<file path="config.mk">
export PLATFORM = sky130hd
export DESIGN_NAME = fetch_unit_flat
export DESIGN_NICKNAME = d
export VERILOG_FILES = /design/src/rtl/fetch_unit_pkg.sv /design/src/rtl/fetch_unit_if.sv /design/src/rtl/fetch_unit.sv /design/src/flat_wrapper.sv
export SDC_FILE = /design/constraint.sdc
export NUM_CORES = 1
export LEC_CHECK = 0
export ABC_AREA = 1
export CAP_MARGIN = 20
export CORE_ASPECT_RATIO = 0.8
export CORE_MARGIN = 1
export CORE_UTILIZATION = 30
export DETAILED_ROUTE_END_ITERATION = 16
export DONT_BUFFER_PORTS = 1
export GPL_TIMING_DRIVEN = 0
export PLACE_DENSITY = 0.48
export SKIP_CTS_REPAIR_TIMING = 1
export SYNTH_ARGS = -nofsm -noshare
export SYNTH_HDL_FRONTEND = slang
export SYNTH_SLANG_ARGS = --single-unit
</file>
<file path="constraint.sdc">
create_clock -name clock -period 2.7 [get_ports clock]
set_input_delay 0.405 -clock clock [delete_from_list [all_inputs] [get_ports clock]]
set_output_delay 0.405 -clock clock [all_outputs]
set_load 0.005 [all_outputs]
</file>
<file path="src/rtl/fetch_unit_pkg.sv">
// Shared definitions for the instruction-fetch stage: word type, FSM state
// constants, the default NOP instruction and the PC alignment helper.
package fetch_unit_pkg;

    typedef logic [31:0] word_t;

    localparam int unsigned STATE_W = 3;

    localparam logic [STATE_W-1:0] ST_IDLE    = 3'd0;
    localparam logic [STATE_W-1:0] ST_REQUEST = 3'd1;
    localparam logic [STATE_W-1:0] ST_WAIT    = 3'd2;
    localparam logic [STATE_W-1:0] ST_HOLD    = 3'd3;
    localparam logic [STATE_W-1:0] ST_DRAIN   = 3'd4;

    // addi x0,x0,0
    localparam word_t FETCH_NOP_WORD = 32'h0000_0013;

    function automatic word_t word_align(input word_t addr);
        return {addr[31:2], 2'b00};
    endfunction

endpackage

</file>
<file path="src/rtl/fetch_unit_if.sv">
// Bundle of control, instruction-memory and decoder signals around the fetch stage.
// imem: imem_req is a one-cycle strobe; the response is the first imem_ack after it.
// decoder: instruction is valid while instr_valid=1 and is taken on instr_consume.
interface fetch_unit_if;
    import fetch_unit_pkg::*;

    logic                 start_fetch;
    logic                 redirect_valid;
    word_t                redirect_addr;
    logic                 imem_req;
    word_t                imem_addr;
    logic                 imem_ack;
    word_t                imem_data;
    logic                 instr_valid;
    word_t                instruction;
    word_t                instruction_addr;
    logic                 instr_consume;
    logic                 fetch_busy;
    logic                 fetch_error;
    logic                 misaligned;
    logic [STATE_W-1:0]   dbg_state;

    modport master (
        input  start_fetch, redirect_valid, redirect_addr, imem_ack, imem_data, instr_consume,
        output imem_req, imem_addr, instr_valid, instruction, instruction_addr,
               fetch_busy, fetch_error, misaligned, dbg_state
    );

    modport slave (
        output start_fetch, redirect_valid, redirect_addr, imem_ack, imem_data, instr_consume,
        input  imem_req, imem_addr, instr_valid, instruction, instruction_addr,
               fetch_busy, fetch_error, misaligned, dbg_state
    );

endinterface

</file>
<file path="src/rtl/fetch_unit.sv">
// Instruction-fetch stage: owns the PC, issues one imem request per fetch, holds the
// returned word for the decoder, and handles writeback redirects and memory timeouts.
module fetch_unit
    import fetch_unit_pkg::*;
#(
    parameter word_t       RESET_PC       = 32'h0000_0000,
    parameter int unsigned TIMEOUT_CYCLES = 255,
    parameter word_t       NOP_WORD       = FETCH_NOP_WORD
) (
    input  logic         clock,
    input  logic         reset,
    fetch_unit_if.master bus
);

    localparam logic [7:0] TMO_LAST = 8'(TIMEOUT_CYCLES - 1);

    logic [STATE_W-1:0] state_q, state_d;
    word_t              pc_q, pc_d;
    word_t              instr_q, instr_d;
    word_t              iaddr_q, iaddr_d;
    logic               valid_q, valid_d;
    logic               err_q, err_d;
    logic               mis_q, mis_d;
    logic [7:0]         cnt_q, cnt_d;
    logic [7:0]         cnt_inc;
    logic               timed_out;

    assign cnt_inc   = (cnt_q == 8'hFF) ? cnt_q : cnt_q + 8'd1;
    assign timed_out = (cnt_q >= TMO_LAST);

    always_comb begin
        state_d = state_q;
        pc_d    = pc_q;
        instr_d = instr_q;
        iaddr_d = iaddr_q;
        valid_d = valid_q;
        err_d   = err_q;
        mis_d   = mis_q;
        cnt_d   = cnt_q;

        case (state_q)
            ST_IDLE: begin
                if (bus.start_fetch) state_d = ST_REQUEST;
            end
            // An ack in the REQUEST cycle is handled exactly like one in WAIT.
            ST_REQUEST, ST_WAIT: begin
                if (bus.redirect_valid) begin
                    state_d = bus.imem_ack ? ST_IDLE : ST_DRAIN;
                    cnt_d   = 8'd0;
                end else if (bus.imem_ack) begin
                    instr_d = bus.imem_data;
                    iaddr_d = pc_q;
                    pc_d    = pc_q + 32'd4;
                    valid_d = 1'b1;
                    state_d = ST_HOLD;
                end else if (state_q == ST_REQUEST) begin
                    state_d = ST_WAIT;
                    cnt_d   = 8'd0;
                end else if (timed_out) begin
                    err_d   = 1'b1;
                    state_d = ST_IDLE;
                end else begin
                    cnt_d = cnt_inc;
                end
            end
            ST_HOLD: begin
                if (bus.redirect_valid || bus.instr_consume) begin
                    valid_d = 1'b0;
                    state_d = ST_IDLE;
                end
            end
            // A redirect here only moves the PC; the outstanding response is still awaited.
            ST_DRAIN: begin
                if (bus.redirect_valid) begin
                    cnt_d = cnt_inc;
                end else if (bus.imem_ack) begin
                    state_d = ST_IDLE;
                end else if (timed_out) begin
                    err_d   = 1'b1;
                    state_d = ST_IDLE;
                end else begin
                    cnt_d = cnt_inc;
                end
            end
            default: begin
                state_d = ST_IDLE;
            end
        endcase

        if (bus.redirect_valid) begin
            pc_d = word_align(bus.redirect_addr);
            if (bus.redirect_addr[1:0] != 2'b00) mis_d = 1'b1;
        end
    end

    always_ff @(posedge clock) begin
        if (reset) begin
            state_q <= ST_IDLE;
            pc_q    <= RESET_PC;
            instr_q <= NOP_WORD;
            iaddr_q <= RESET_PC;
            valid_q <= 1'b0;
            err_q   <= 1'b0;
            mis_q   <= 1'b0;
            cnt_q   <= 8'd0;
        end else begin
            state_q <= state_d;
            pc_q    <= pc_d;
            instr_q <= instr_d;
            iaddr_q <= iaddr_d;
            valid_q <= valid_d;
            err_q   <= err_d;
            mis_q   <= mis_d;
            cnt_q   <= cnt_d;
        end
    end

    assign bus.imem_req         = (state_q == ST_REQUEST);
    assign bus.imem_addr        = pc_q;
    assign bus.instr_valid      = valid_q;
    assign bus.instruction      = instr_q;
    assign bus.instruction_addr = iaddr_q;
    assign bus.fetch_busy       = (state_q != ST_IDLE);
    assign bus.fetch_error      = err_q;
    assign bus.misaligned       = mis_q;
    assign bus.dbg_state        = state_q;

endmodule
</file>
<file path="src/flat_wrapper.sv">
// flat-port wrapper written by rule: the top's interface ports become plain ports
module fetch_unit_flat import fetch_unit_pkg::*;
#(
    parameter word_t       RESET_PC       = 32'h0000_0000,
    parameter int unsigned TIMEOUT_CYCLES = 255,
    parameter word_t       NOP_WORD       = FETCH_NOP_WORD
)
  (clock, reset, bus_start_fetch, bus_redirect_valid, bus_redirect_addr, bus_imem_ack, bus_imem_data, bus_instr_consume, bus_imem_req, bus_imem_addr, bus_instr_valid, bus_instruction, bus_instruction_addr, bus_fetch_busy, bus_fetch_error, bus_misaligned, bus_dbg_state);
  fetch_unit_if bus_i ();
  input  logic clock;
  input  logic reset;
  input wire logic [$bits(bus_i.start_fetch)-1:0] bus_start_fetch;
  input wire logic [$bits(bus_i.redirect_valid)-1:0] bus_redirect_valid;
  input wire logic [$bits(bus_i.redirect_addr)-1:0] bus_redirect_addr;
  input wire logic [$bits(bus_i.imem_ack)-1:0] bus_imem_ack;
  input wire logic [$bits(bus_i.imem_data)-1:0] bus_imem_data;
  input wire logic [$bits(bus_i.instr_consume)-1:0] bus_instr_consume;
  output wire logic [$bits(bus_i.imem_req)-1:0] bus_imem_req;
  output wire logic [$bits(bus_i.imem_addr)-1:0] bus_imem_addr;
  output wire logic [$bits(bus_i.instr_valid)-1:0] bus_instr_valid;
  output wire logic [$bits(bus_i.instruction)-1:0] bus_instruction;
  output wire logic [$bits(bus_i.instruction_addr)-1:0] bus_instruction_addr;
  output wire logic [$bits(bus_i.fetch_busy)-1:0] bus_fetch_busy;
  output wire logic [$bits(bus_i.fetch_error)-1:0] bus_fetch_error;
  output wire logic [$bits(bus_i.misaligned)-1:0] bus_misaligned;
  output wire logic [$bits(bus_i.dbg_state)-1:0] bus_dbg_state;
  assign bus_i.start_fetch = bus_start_fetch;
  assign bus_i.redirect_valid = bus_redirect_valid;
  assign bus_i.redirect_addr = bus_redirect_addr;
  assign bus_i.imem_ack = bus_imem_ack;
  assign bus_i.imem_data = bus_imem_data;
  assign bus_i.instr_consume = bus_instr_consume;
  assign bus_imem_req = bus_i.imem_req;
  assign bus_imem_addr = bus_i.imem_addr;
  assign bus_instr_valid = bus_i.instr_valid;
  assign bus_instruction = bus_i.instruction;
  assign bus_instruction_addr = bus_i.instruction_addr;
  assign bus_fetch_busy = bus_i.fetch_busy;
  assign bus_fetch_error = bus_i.fetch_error;
  assign bus_misaligned = bus_i.misaligned;
  assign bus_dbg_state = bus_i.dbg_state;
  fetch_unit #(.RESET_PC(RESET_PC), .TIMEOUT_CYCLES(TIMEOUT_CYCLES), .NOP_WORD(NOP_WORD)) u_core (.clock(clock), .reset(reset), .bus(bus_i));
endmodule
</file>
==> impl_metrics.toml, run 1 <==
[outcome]
outcome = "finished clean"

[global_routing]
grt_max_degree = 19
track_usage_pct = 20.5
grt_pass1_vias = 4742
grt-ovfl-total = 0
grt_pass1_wl_um = 27100
antenna_found_initial = 0

[floorplanning]
coreArea_um2 = 16700
die_w_um = 148
rows = 42
die-area_um2 = 17600
fp.dieH_um = 119
num_io_pins = 174
start_util_pct = 30.8

[worst_setup_path]
worstPathArrival_ps = 2360
critPathKind = "flip-flop to flip-flop"
endpoint_kind = "flip-flop"
crit_path_max_fanout = 6
cp.required_ps = 2960
worstSetupStartpointType = "flip-flop"

[sta]
fin_skew_ps = 10.2
fin_crit_ps = 2100
relSlewSlack_pct = 49.5
timing.final.max_slew_violations = 0
fmax_mhz = 475
finalSetupViolCount = 0
rsz0062_at_grt = "no"
finalSetupTns_ps = 0
hold_violations = 0
post-route-period-util_pct = 78.0
worst_pin_slew_ps = 758

[clock_tree]
cts_buffer_depth = 2
clkTransAtPathRegs_ps = 80
cts_tree = "yes"
clkSinkCount = 106
clock_latency_ps = 360
htree_levels = 3
cts_made_buffers = 9
ctsRootBufferMaster = "clkbuf_16"

[final_layout]
layout_commonest_cell = "nand2_1"
layout_common_cells = "nand2_1, nor2_1, dfxtp_1, o21ai_0, inv_1"
areaGrowthSynthToFinish_pct = 11.0
diodes = 0
final_core_util_pct = 34.2
drive_gt1_share_pct = 8.64
nFillCells = 1784
fin_nets = 832

[yosys]
synthCells = 745
synth-seq-cells = 106
synth_top_area_cell = "dfxtp_1"
yosys.area.top_type_share_pct = 41.4
yosysSeqAreaShare_pct = 41.4
syn-cell-area_um2 = 5130
synth_warnings = 0
synth_area_per_cell_um2 = 6.89
synthDistinctLibCells = 36
synth_area_leaders = "dfxtp_1, nand2_1, nor2_1"

[drt]
wire_per_inst_um = 18.3
totalWireLength_um = 18000
drt_iter0_markers = 340
drc = 0
firstDrtPassIters = 5
vias = 4951
drt.antenna.violating_nets = 0
via_per_inst = 5.03

[placed_design]
gp_congestion = 0.866
port_buffers = 0
dpl.hpwl_um = 13700

[pwr]
vdd_drop_max_mv = 0.299
powerDensity_nw_per_um2 = 620
p_leak_nw = 2.20

[worst_hold_path]
hold_class = "primary input to flip-flop"

[job]
max-cap-violations = 0
==> kinds of logic (layout without fill, tap and decap cells) <==
kind of cell	Yosys count	after routing	share of synthesized area [%]
adder cells (fa/ha/maj)	3	3	0.732
XOR/XNOR	9	9	1.54
flip-flops	106	106	41.4
AO/OA/AOI/OAI	137	137	15.2
AND/OR/NAND/NOR	390	390	32.2
buffers and inverters	99	115	8.81
other	1	4	0.0731
==> state kept, by name, indices dropped and copies added, names as in the netlist <==
register / count
u_core.bus.imem_addr: 30
u_core.bus.fetch_error: 1
u_core.cnt_q: 8
u_core.bus.instr_valid: 1
u_core.bus.instruction_addr: 30
u_core.bus.dbg_state: 3
u_core.bus.misaligned: 1
u_core.bus.instruction: 32
==> cells in the mapped netlist <==
master    count
nand2_2       3
conb_1        1
buf_6         5
nand2_1     160
o21ai_1       3
nor3_1        8
nor2_2        2
buf_2        11
dfxtp_1     106
nand4_1       7
buf_4         7
clkbuf_1     13
a31oi_1       8
o21ai_0      67
a21oi_4       1
inv_1        55
buf_1         2
xor2_1        7
o21a_1        2
nor2_1      150
nand3_4       2
nor2_4        5
nand2_4       1
a211oi_2      6
a22oi_1       2
o221ai_1      2
ha_1          3
inv_2         5
nor3_2        1
o211a_1       1
o211ai_1      3
inv_4         1
nand3b_1      3
nand3_1      48
xnor2_1       2
a21oi_1      42
==> worst paths after layout <==
kind | endpoint | startpoint | slack, ps | cells after the start
setup / recovery | u_core.bus.imem_addr[24] | u_core.bus.imem_addr[3] | 600 | 10
setup reg to reg | u_core.bus.imem_addr[24] | u_core.bus.imem_addr[3] | 600 | 10
hold reg to reg | u_core.bus.misaligned | u_core.bus.misaligned | 480 | 2
hold / removal | u_core.bus.instruction[0] | bus_imem_data[0] | 160 | 2
==> where the power goes <==
part	switching [mW]	leakage [nW]	total [mW]	internal, mW
Sequential	0.122	0.866	1.79	1.67
Combinational	0.309	1.20	0.460	0.151
Clock	0.649	0.140	1.28	0.636
Total	1.08	2.20	3.53	2.45
==> through the flow <==
| step | area (um2) | power (mW) | cells | hold WS [ps] | worst slack, ps |
|---|---|---|---|---|---|
| 3_5_place_dp | 5420 | 2.29 | 968 | 473 | 587 |
| 6_report | 5700 | 3.53 | 984 | 163 | 595 |
| 5_1_grt | 5700 | 3.70 | 984 | 156 | 372 |
| 4_1_cts | 5700 | 3.57 | 984 | 153 | 566 |
| 2_1_floorplan | 5140 | 2.12 | 748 | 447 | 1170 |
| 3_3_place_gp | 5420 | 2.27 | 968 | 466 | 672 |
==> per-layer routing <==
| metal | vias to the layer above | wire length (um) | part of all wire (%) | track usage (%) |
|---|---|---|---|---|
| met4 | 0 | 316 | 1.8 | 5.54 |
| met3 | 17 | 1970 | 11 | 8.58 |
| met1 | 2309 | 7800 | 43 | 25.2 |
| li1 | 2427 | - | - | - |
| met5 | - | 0 | 0 | 0 |
| met2 | 198 | 7900 | 44 | 32.7 |
==> layout make-up <==
class | instances | area (um2) | area share, %
clock buffer | 9 | 225 | 3.95
multi-input combinational | 543 | 2570 | 45.1
inverter | 61 | 231 | 4.06
sequential | 106 | 2120 | 37.3
clock inverter | 7 | 53.8 | 0.945
tap | 220 | 275 | 4.83
buffer | 38 | 220 | 3.87
==> worst max-delay path: stages, from the launching register on <==
cell,delay (ps)
dfxtp_1,480
ha_1,220
nand2_1,80
nor2_2,220
nand2_1,150
nor2_1,420
nand4_1,140
nand2_1,100
nand3b_1,80
nand2_1,70
inv_1,40
Note: power is estimated with default switching activity, not from simulation.
==> run 2, diff against run 1 <==
--- a/config.mk
+++ b/config.mk
@@ -13,7 +13,7 @@
 export DETAILED_ROUTE_END_ITERATION = 16
 export DONT_BUFFER_PORTS = 1
 export GPL_TIMING_DRIVEN = 0
-export PLACE_DENSITY = 0.48
+export PLACE_DENSITY = 0.49
 export SKIP_CTS_REPAIR_TIMING = 1
 export SYNTH_ARGS = -nofsm -noshare
 export SYNTH_HDL_FRONTEND = slang
==> constraint.sdc (replaced) <==
create_clock -name clock -period 1.7 [get_ports clock]
set_input_delay 0.255 -clock clock [delete_from_list [all_inputs] [get_ports clock]]
set_output_delay 0.255 -clock clock [all_outputs]
set_load 0.005 [all_outputs]
==> run 2 against run 1 <==
Effect of this change: maximum frequency rose by 28%; core utilization is 1.5 points higher; hold slack worse by 160 ps; critical path depth down 1; worst setup slack worse by 540 ps; sequential share of layout area shrank 0.96 points; non-clock buffer count rose by 11; combinational power up 60%.
==> impl_metrics.toml, run 2 (same netlist as run 1, synthesis figures left out) <==
[outcome]
outcome = "finished clean"

[clock_tree]
ctsRootBufferMaster = "clkbuf_16"
cts_tree = "yes"
htree_levels = 3
clkTransAtPathRegs_ps = 80
cts_buffer_depth = 2
cts_made_buffers = 9
clkSinkCount = 106
clock_latency_ps = 370

[pwr]
p_leak_nw = 2.29
vdd_drop_max_mv = 0.430
powerDensity_nw_per_um2 = 970

[placed_design]
dpl.hpwl_um = 13300
gp_congestion = 0.816
port_buffers = 0
dp_cells = 968

[drt]
firstDrtPassIters = 5
wire_per_inst_um = 17.6
totalWireLength_um = 17500
vias = 4850
via_per_inst = 4.87
drc = 0
drt.antenna.violating_nets = 0
drt_iter0_markers = 219

[sta]
hold_violations = 0
finalSetupViolCount = 0
timing.final.max_slew_violations = 0
fmax_mhz = 609
worst_pin_slew_ps = 728
post-route-period-util_pct = 96.6
fin_crit_ps = 1640
relSlewSlack_pct = 51.5
fin_skew_ps = 9.66

[final_layout]
final_core_util_pct = 35.7
fin_nets = 843
areaGrowthSynthToFinish_pct = 16.0
layout_common_cells = "nand2_1, nor2_1, dfxtp_1, o21ai_0, inv_1"
drive_gt1_share_pct = 14.8
final_cell_count_no_fill = 995
layout_commonest_cell = "nand2_1"
diodes = 0
largest_reg_flops = 32

[floorplanning]
start_util_pct = 30.8
fp.dieH_um = 119
die-area_um2 = 17600
coreArea_um2 = 16700
num_io_pins = 174
rows = 42
die_w_um = 148

[worst_setup_path]
crit_path_max_fanout = 4
cp-startpoint = "u_core.bus.imem_addr[2]"
cp.required_ps = 1920
endpoint_kind = "flip-flop"
worstSetupStartpointType = "flip-flop"
critPathKind = "flip-flop to flip-flop"
timing.rr.start = "u_core.bus.imem_addr[2]"
worstPathArrival_ps = 1860

[job]
max-cap-violations = 0

[global_routing]
globalRouteMet2Util_pct = 31.0
grt_max_degree = 22
grtUsageMet1_pct = 26.3
grt-ovfl-total = 0
grt_pass1_vias = 4415
track_usage_pct = 20.2
top_usage_layer = "met2"
grt_pass1_wl_um = 26500
antenna_found_initial = 0
grt_use_met3_pct = 6.90

[worst_hold_path]
hold_class = "primary input to flip-flop"
hp-start = "bus_imem_data[4]"
==> run 2: changes by cell type in the layout (fill, tap and decap cells not counted), moves of 3 or more <==
| cell | before | now |
|---|---|---|
| nor2_4 | 5 | 9 |
| nor2_1 | 150 | 140 |
| dfxtp_1 | 106 | 84 |
| dfxtp_2 | 0 | 18 |
| nor2_2 | 2 | 8 |
| buf_4 | 7 | 15 |
| dfxtp_4 | 0 | 4 |
| clkinv_4 | 3 | 0 |
==> run 2: worst max-delay path: stages (launching register included) <==
cell and delay, ps:
dfxtp_4 420, ha_4 170, nand2_4 60, nor2_4 170, nand2_1 150, nor2_4 170
buf_4 140, nand3_1 60, nand3_1 90, a31oi_1 70
==> run 2: layer usage <==
metal,up-vias,share of wire [%]
met3,21,8.9
met4,0,1.9
met5,-,0
met2,171,43
met1,2193,46
li1,2465,-
==> run 2: worst paths after layout <==
kind / end / slack (ps) / cells after the start
setup / recovery: u_core.bus.imem_addr[22] / 60 / 9
hold / removal: u_core.bus.instruction[4] / 6 / 2
setup reg to reg: u_core.bus.imem_addr[22] / 60 / 9
hold reg to reg: u_core.bus.misaligned / 470 / 2
==> run 2: area by class of cell <==
cell class	count	area, um2
fill	1805	10700
multi-input combinational	543	2650
sequential	106	2160
tap	220	275
inverter	61	235
clock buffer	9	225
buffer	38	225
timing repair buffer	11	97.6
clock inverter	7	78.8
==> run 2: through the flow <==
stage / power [mW] / setup TNS, ps / worst slack [ps] / hold slack [ps] / cell area, um2
6_report: 5.77 / 0 / 58.3 / 5.61 / 5950
5_1_grt: 6.05 / -58.4 / -23.1 / 7.22 / 5950
4_1_cts: 5.80 / -2770 / -314 / -11.8 / 5720
3_5_place_dp: 3.62 / -2460 / -298 / 375 / 5420
2_1_floorplan: 3.37 / 0 / 168 / 368 / 5140
3_3_place_gp: 3.62 / -2450 / -308 / 370 / 5420
==> run 2: power breakdown <==
group | internal (mW) | leakage, nW | switching [mW] | total [mW]
sequential | 2.65 | 0.875 | 0.198 | 2.85
clock | 1.05 | 0.149 | 1.13 | 2.18
combinational | 0.254 | 1.27 | 0.484 | 0.738
